$ cat config.mk
export PLATFORM = sky130hd
export DESIGN_NAME = volt_tackle_control
export DESIGN_NICKNAME = d
export VERILOG_FILES = /design/src/rtl/volt_tackle_control.sv
export SDC_FILE = /design/constraint.sdc
export NUM_CORES = 1
export LEC_CHECK = 0
export BUFFER_PORTS_ARGS = -buffer_cell sky130_fd_sc_hd__buf_2
export CAP_MARGIN = 20
export CORE_MARGIN = 3
export CORE_UTILIZATION = 45
export DETAILED_ROUTE_END_ITERATION = 6
export PLACE_DENSITY = 0.7
export SLEW_MARGIN = 20
export SYNTH_ARGS = -nofsm -noshare
export SYNTH_HDL_FRONTEND = slang
export SYNTH_SLANG_ARGS = --single-unit
$ cat constraint.sdc
create_clock -name clock -period 4.9 [get_ports clock]
set_input_delay 0.245 -clock clock [delete_from_list [all_inputs] [get_ports clock]]
set_output_delay 0.245 -clock clock [all_outputs]
set_load 0.01 [all_outputs]
$ cat src/rtl/volt_tackle_control.sv
// Sequencer for the volt_tackle attack datapath. Draws Pikachu, waits one
// animation frame, steps Pikachu, and repeats until the datapath reports the
// shift point. It then draws the hurt Meowth and holds until the attack ends.
// Every output is a register decoded from the next state.
module volt_tackle_control #(
  parameter int MOVE_CYCLES    = 1,
  parameter int TIMEOUT_CYCLES = 1000000
) (
  input  logic       clock,
  input  logic       reset_all,
  input  logic       start,
  input  logic       done_animate_vt,
  input  logic       done_pikachu_vt,
  input  logic       done_shift,
  input  logic       done_vt,
  input  logic       done_hurt_meowth,
  output logic       dp_reset_n,
  output logic       enable_animate,
  output logic       enable_p_vt,
  output logic       enable_draw_pika_vt,
  output logic       enable_draw_hurt_meowth,
  output logic       choose,
  output logic       plot,
  output logic       busy,
  output logic       attack_done,
  output logic       timeout_err,
  output logic [5:0] frame_count
);

  typedef enum logic [2:0] {
    S_IDLE, S_DRAW_PIKA, S_WAIT, S_MOVE, S_DRAW_MEOWTH, S_HOLD, S_DONE
  } state_t;

  // Last cycle index before a wait state gives up, and last index of a step.
  localparam logic [19:0] WAIT_LAST = 20'(TIMEOUT_CYCLES - 1);
  localparam logic [3:0]  MOVE_LAST = 4'(MOVE_CYCLES - 1);

  state_t      state_q, state_d;
  logic [19:0] wait_q, wait_d;
  logic [3:0]  move_q, move_d;
  logic        shift_q, shift_d;
  logic [5:0]  fc_d;
  logic        terr_d;
  logic        timed_out, entering, counted;

  // Next-state logic. A done input always beats a timeout in the same cycle.
  always_comb begin
    state_d   = state_q;
    shift_d   = shift_q;
    fc_d      = frame_count;
    terr_d    = timeout_err;
    timed_out = (wait_q == WAIT_LAST);
    case (state_q)
      S_IDLE: if (start) begin
        state_d = S_DRAW_PIKA;
        fc_d    = '0;
        shift_d = 1'b0;
        terr_d  = 1'b0;
      end
      S_DRAW_PIKA: begin
        if (done_pikachu_vt) state_d = S_WAIT;
        else if (timed_out) begin state_d = S_DONE; terr_d = 1'b1; end
      end
      S_WAIT: begin
        // A shift arriving with the frame tick still counts for this decision.
        shift_d = shift_q | done_shift;
        if (done_animate_vt) begin
          if (frame_count != 6'd63) fc_d = frame_count + 6'd1;
          state_d = shift_d ? S_DRAW_MEOWTH : S_MOVE;
        end else if (timed_out) begin
          state_d = S_DONE;
          terr_d  = 1'b1;
        end
      end
      S_MOVE: if (move_q == MOVE_LAST) state_d = S_DRAW_PIKA;
      S_DRAW_MEOWTH: begin
        if (done_hurt_meowth) state_d = S_HOLD;
        else if (timed_out) begin state_d = S_DONE; terr_d = 1'b1; end
      end
      S_HOLD: begin
        if (done_vt) state_d = S_DONE;
        else if (timed_out) begin state_d = S_DONE; terr_d = 1'b1; end
      end
      S_DONE:  state_d = S_IDLE;
      default: state_d = S_IDLE;
    endcase

    entering = (state_d != state_q);
    counted  = (state_q == S_DRAW_PIKA) || (state_q == S_WAIT) ||
               (state_q == S_DRAW_MEOWTH) || (state_q == S_HOLD);
    if (entering)     wait_d = '0;
    else if (counted) wait_d = wait_q + 20'd1;
    else              wait_d = wait_q;
    move_d = entering ? '0 : move_q + 4'd1;
  end

  // State, counters and Moore outputs. choose is only allowed to flip on entry
  // into the Meowth draw, so plot waits one cycle there until the mux settles.
  always_ff @(posedge clock) begin
    if (reset_all) begin
      state_q                 <= S_IDLE;
      wait_q                  <= '0;
      move_q                  <= '0;
      shift_q                 <= 1'b0;
      dp_reset_n              <= 1'b0;
      enable_animate          <= 1'b0;
      enable_p_vt             <= 1'b0;
      enable_draw_pika_vt     <= 1'b0;
      enable_draw_hurt_meowth <= 1'b0;
      choose                  <= 1'b0;
      plot                    <= 1'b0;
      busy                    <= 1'b0;
      attack_done             <= 1'b0;
      timeout_err             <= 1'b0;
      frame_count             <= '0;
    end else begin
      state_q                 <= state_d;
      wait_q                  <= wait_d;
      move_q                  <= move_d;
      shift_q                 <= shift_d;
      frame_count             <= fc_d;
      timeout_err             <= terr_d;
      dp_reset_n              <= (state_d != S_IDLE) && (state_d != S_DONE);
      enable_animate          <= (state_d == S_WAIT) || (state_d == S_HOLD);
      enable_p_vt             <= (state_d == S_MOVE);
      enable_draw_pika_vt     <= (state_d == S_DRAW_PIKA);
      enable_draw_hurt_meowth <= (state_d == S_DRAW_MEOWTH);
      choose                  <= (state_d == S_DRAW_MEOWTH) || (state_d == S_HOLD);
      plot                    <= (state_d == S_DRAW_PIKA) ||
                                 ((state_d == S_DRAW_MEOWTH) && (state_q == S_DRAW_MEOWTH));
      busy                    <= (state_d != S_IDLE);
      attack_done             <= (state_d == S_DONE);
    end
  end

endmodule

### Yosys cells after proc, flatten, opt, wreduce, memory -nomap -nowiden

Index checks and enable logic that the tools add are counted.

* register bits after elaboration: 44
* output and inout bits: 16
* input bits: 8

* muxes and demuxes: 21
* reduce and logical (&&, ||, !) cells: 17
* bitwise logic cells: 1
* equal/unequal tests: 22
* add/subtract/negate cells: 3

Operator list (number)
* 3-bit 2-to-1 mux: 8
* 20-bit by 1-bit adder with 20-bit output, second input constant: 1
* 20-bit equality test, second input constant: 1
* 6-bit 2-to-1 mux: 3
* 3-bit case mux with 6 select lines: 1
* 3-bit equality test, second input constant: 5
* 2-bit inequality test, second input constant: 7
* 3-bit by 2-bit equality test with 1-bit output, second input constant: 4
* 6-bit case mux with 2 select lines: 1
* 6-bit by 1-bit adder with 6-bit output, second input constant: 1
* 3-bit by 1-bit equality test with 1-bit output, second input constant: 2
* 1-bit logical OR: 6
* 1-bit 2-to-1 mux: 6
* 6-bit inequality test, second input constant: 1
* 6-bit AND reduction: 1
* 1-bit case mux with 5 select lines: 1
* 5-bit nonzero test: 1
* 4-bit by 1-bit adder with 4-bit output, second input constant: 1
* 4-bit logical NOT: 1
* 4-bit AND reduction: 1
* 3-bit logical NOT: 1
* 3-bit inequality test: 1
* 3-bit inequality test, second input constant: 1
* 3-bit nonzero test: 1
* other kinds (6): 7

### Logic depth before layout (Yosys ltp)

* depth after elaboration: 7
* gate-level depth with buffers: 8

### Least setup slack after synthesis

OpenSTA, ideal clock, no wires.

* kind: register to register
* start point: register wait_q[8]
* end point: register enable_animate
* data required time: 4830 ps
* period minus slack after synthesis: 2127 ps
* cell stages (with the launch flop): 6
* slack: 2773 ps
* arrival time: 2057 ps
* setup time: 70 ps
* cells stage by stage: dfxtp_1 -> or4b_4 -> nor4_4 -> a21boi_2 -> or4b_1 -> a21oi_1

* longest elaborated chain between the ends: 6

RTL lines
* start, declared: RTL line 39 `logic [19:0] wait_q, wait_d;`
* start signal, assigned: RTL line 118 `wait_q <= wait_d;`
* 20-bit equality test *: RTL line 52 `timed_out = (wait_q == WAIT_LAST);`
* 3-bit 2-to-1 mux *
* 3-bit 2-to-1 mux (on tied branches)
* 3-bit case mux with 6 select lines *: RTL line 53 `case (state_q)`
* 3-bit by 2-bit equality test with 1-bit output or 3-bit equality test (tied branches): RTL line 124 `enable_animate <= (state_d == S_WAIT) || (state_d == S_HOLD);`
* 1-bit logical OR *: RTL line 124
* end signal, assigned: RTL line 124
* end, declared: RTL line 18 `output logic enable_animate,`

Mark *: on every way between the ends. The rest lies on a longest branch, timed or not.
A chain may end at the register's enable or synchronous reset.

### Final worst setup path

* start point: register state_q[0]
* end point: register wait_q[13]

* longest elaborated chain between the ends: 5

RTL lines
* start, declared: RTL line 38 `state_t state_q, state_d;`
* start signal, assigned: RTL line 117 `state_q <= state_d;`
* 3-bit 2-to-1 mux
* 3-bit 2-to-1 mux (on tied branches)
* 3-bit case mux with 6 select lines: RTL line 53
* 3-bit inequality test: RTL line 88 `entering = (state_d != state_q);`
* 2-bit OR reduction (no line)

Several ways; a longest one is shown, not always the timed one.

==> metrics.md <==
| Metric | Value |
|---|---|
| Core area | `4750 um2` |
| Wirelength, routed | `4380 um` |
| Starting DRT DRC Count | `145` |
| Final HPWL DP | `3040 um` |
| MaxCap Viol Count | `0` |
| First-pass DRT Iterations | `4` |
| Run status | `finished, final reports clean` |
| Clk slew on worst S/H paths | `80 ps` |
| Dpl cells | `330` |
| Global-route wire length before repair | `7870 um` |
| CP Data Required Time | `5030 ps` |
| Worst Setup EP | `wait_q[13]$_SDFFE_PP0P_` |
| Routability cong. | `0.850` |
| Reg2Reg Setup Slack | `2150 ps` |
| CP startpoint kind | `flop` |
| Period utilization | `0.560` |
| Vias in the first global route | `1727` |
| WHS Path Cells | `4` |
| Clock power share | `0.357` |
| Post-DP Area | `2360 um2` |
| Initial antenna violation count | `0` |
| # diodes | `0` |
| Die area | `5870 um2` |
| Die X | `76.6 um` |
| # Post-CTS Setup Buffers | `0` |
| Most frequent cells in the layout | `dfxtp_1, nor3_1, buf_2, nor2_1, nand2_1` |
| Ratio of cells with drive above 1 in the final layout | `0.174` |
| Die Y | `76.6 um` |
| R2r startpoint | `state_q[0]$_SDFF_PP0_` |
| Setup tns final | `0 ps` |
| RSZ-0062 raised after global routing | `false` |
| Design area | `2460 um2` |
| Antenna viol nets, final | `0` |
| Worst slew margin | `0.365` |
| Final Setup Violations | `0` |
| CTS Sinks | `44` |
| Crit. Startpoint | `state_q[0]$_SDFF_PP0_` |
| Final nets | `282` |
| Crit path max fanout | `24` |
| Htree depth | `2` |
| Synthesized cell area | `2240 um2` |
| Wirelength per Cell | `13.0 um` |
| Longest Clk Path Bufs | `2` |
| Total number of vias | `1822` |
| Non-Filler Instances | `337` |
| Layout filler cell count | `461` |
| Yosys cell types | `54` |
| Slew Viols, Final | `0` |
| Worst-Skew Late Latency | `290 ps` |
| Type of the worst min-delay path | `in -> reg` |
| Mapped Cells | `251` |
| Net Sw Power | `0.154 mW` |
| Worst r2r path cells | `5` |
| Power per Cell Area | `272 nW/um2` |
| Final min period | `2750 ps` |
| Largest area contributor in the netlist | `dfxtp_1` |
| Crit Path Class | `reg -> reg` |
| Arr. time, crit path | `2880 ps` |
| Critical R2R Capture | `wait_q[13]$_SDFFE_PP0P_` |
| Worst-Margin Slew | `950 ps` |
| Hold-fix buffers at CTS | `0` |
| Largest net degree at the start of global routing | `25` |
| Async SR Flop Fraction | `0` |
| Clk_skew | `7.63 ps` |
| Overall global routing resource usage | `0.161` |
| Num CTS Buffers | `5` |
| I/O pin count | `24` |
| Hold Slack | `272 ps` |
| Synth top area cells | `dfxtp_1, nor3_1, xor2_1` |
| Port bufs | `23` |
| Syn nets | `263` |
| Initial core utilization | `0.472` |
| Worst setup EP type | `flop` |
| Hold Vio Cnt, Final | `0` |
| Core Util, Final | `0.517` |
| Avg Inst Size Synth | `8.93 um2` |
| Post-synth EDFFs | `0` |
| Area delta synth->final | `9.60%` |
| Via density | `5.41` |
| Combinational power share | `0.087` |
| Max Freq | `0.364 GHz` |
| Pleak | `0.934 nW` |
| FF+latch count, synth | `44` |
| Sequential share of the synthesized area | `0.393` |
| Root Buffer | `clkbuf_8` |
| Sw frac | `0.230` |
| Peak supply drop | `0.000133 V` |
| Int Power | `0.514 mW` |
| Total gr overflow | `0` |
| Cells resized by post-CTS repair | `0` |
| Main synth FF type | `dfxtp_1` |
| CTS tree | `built` |
| Synth top area share | `0.393` |
| Cell Rows | `25` |
| Sequential power share | `0.557` |
| Synth warn | `0` |
| # DRC | `0` |
| Commonest non-fill, non-tap cell in the layout | `dfxtp_1` |
==> worst min path at each step <==
| stage | slack [ps] | end | start |
|---|---|---|---|
| 6_report | 270 | shift_q$_SDFFE_PP0P_ | start |
| 5_1_grt | 300 | plot$_SDFF_PP0_ | done_hurt_meowth |
| 4_1_cts | 270 | shift_q$_SDFFE_PP0P_ | start |
| 3_5_place_dp | 480 | timeout_err$_SDFFE_PP0P_ | timeout_err$_SDFFE_PP0P_ |
| 3_3_place_gp | 480 | move_q[0]$_SDFF_PP0_ | move_q[0]$_SDFF_PP0_ |
| 2_1_floorplan | 320 | plot$_SDFF_PP0_ | reset_all |
==> cells by family after synthesis <==
family                   count (synthesis)  share of synthesized area
flip-flops                              44                      0.393
AND/OR/NAND/NOR                        128                      0.331
multiplexers                             3                     0.0140
AO/OA/AOI/OAI                           30                     0.0926
adder cells (fa/ha/maj)                  4                     0.0223
XOR/XNOR                                25                     0.0977
buffers and inverters                   17                     0.0491
==> cell usage after synthesis, types with 5 or more instances <==
cell / count
nand4_1: 11
xor2_1: 14
nor2_1: 18
nand3_1: 8
dfxtp_1: 44
xnor2_1: 11
a21oi_1: 8
nor3_1: 32
and3_1: 6
nand2_1: 17
clkbuf_1: 5
==> critical path: stages, from the launching register on <==
cell	delay [ps]
dfxtp_1	680
or3b_1	440
a2111oi_1	540
a21oi_1	120
nand3_1	680
nor3_1	120
==> power groups by stage <==
stage | clock network [mW] | logic [mW] | registers (mW)
after floorplan | 0 | 0.0452 | 0.378
after global placement | 0 | 0.0578 | 0.380
after detailed placement | 0 | 0.0579 | 0.380
after CTS | 0.245 | 0.0583 | 0.371
after global routing | 0.259 | 0.0663 | 0.374
final | 0.238 | 0.0578 | 0.371
==> final cells by class <==
| type | count | area, um2 | share of cell area |
|---|---|---|---|
| repair buffers | 25 | 130 | 0.0530 |
| well taps | 67 | 83.8 | 0.0341 |
| multi-input cells | 190 | 1250 | 0.509 |
| inverters | 4 | 15.0 | 0.00611 |
| flip-flops and latches | 44 | 881 | 0.358 |
| clock buffers | 7 | 96.3 | 0.0392 |
==> registers in the layout, summed over array words and instances (netlist names) <==
signal	flops
enable_draw_hurt_meowth	1
choose	1
enable_draw_pika_vt	1
move_q	4
busy	1
timeout_err	1
dp_reset_n	1
shift_q	1
enable_animate	1
state_q	3
wait_q	20
plot	1
attack_done	1
enable_p_vt	1
frame_count	6
==> layer usage <==
layer / wire, um / vias to the layer above / global-route usage
met5: 0 / - / 0
met4: 41 / 0 / 0.0580
met3: 165 / 4 / 0.0366
met2: 1960 / 32 / 0.254
met1: 2210 / 847 / 0.216
li1: - / 939 / -
==> through the flow <==
stage / setup slack, ps / power [mW]
final: 2150 / 0.667
after global placement: 2310 / 0.437
after detailed placement: 2170 / 0.438
after CTS: 2150 / 0.675
after floorplan: 2770 / 0.423
after global routing: 1860 / 0.699
No activity file was read; power rests on OpenSTA's default activity.
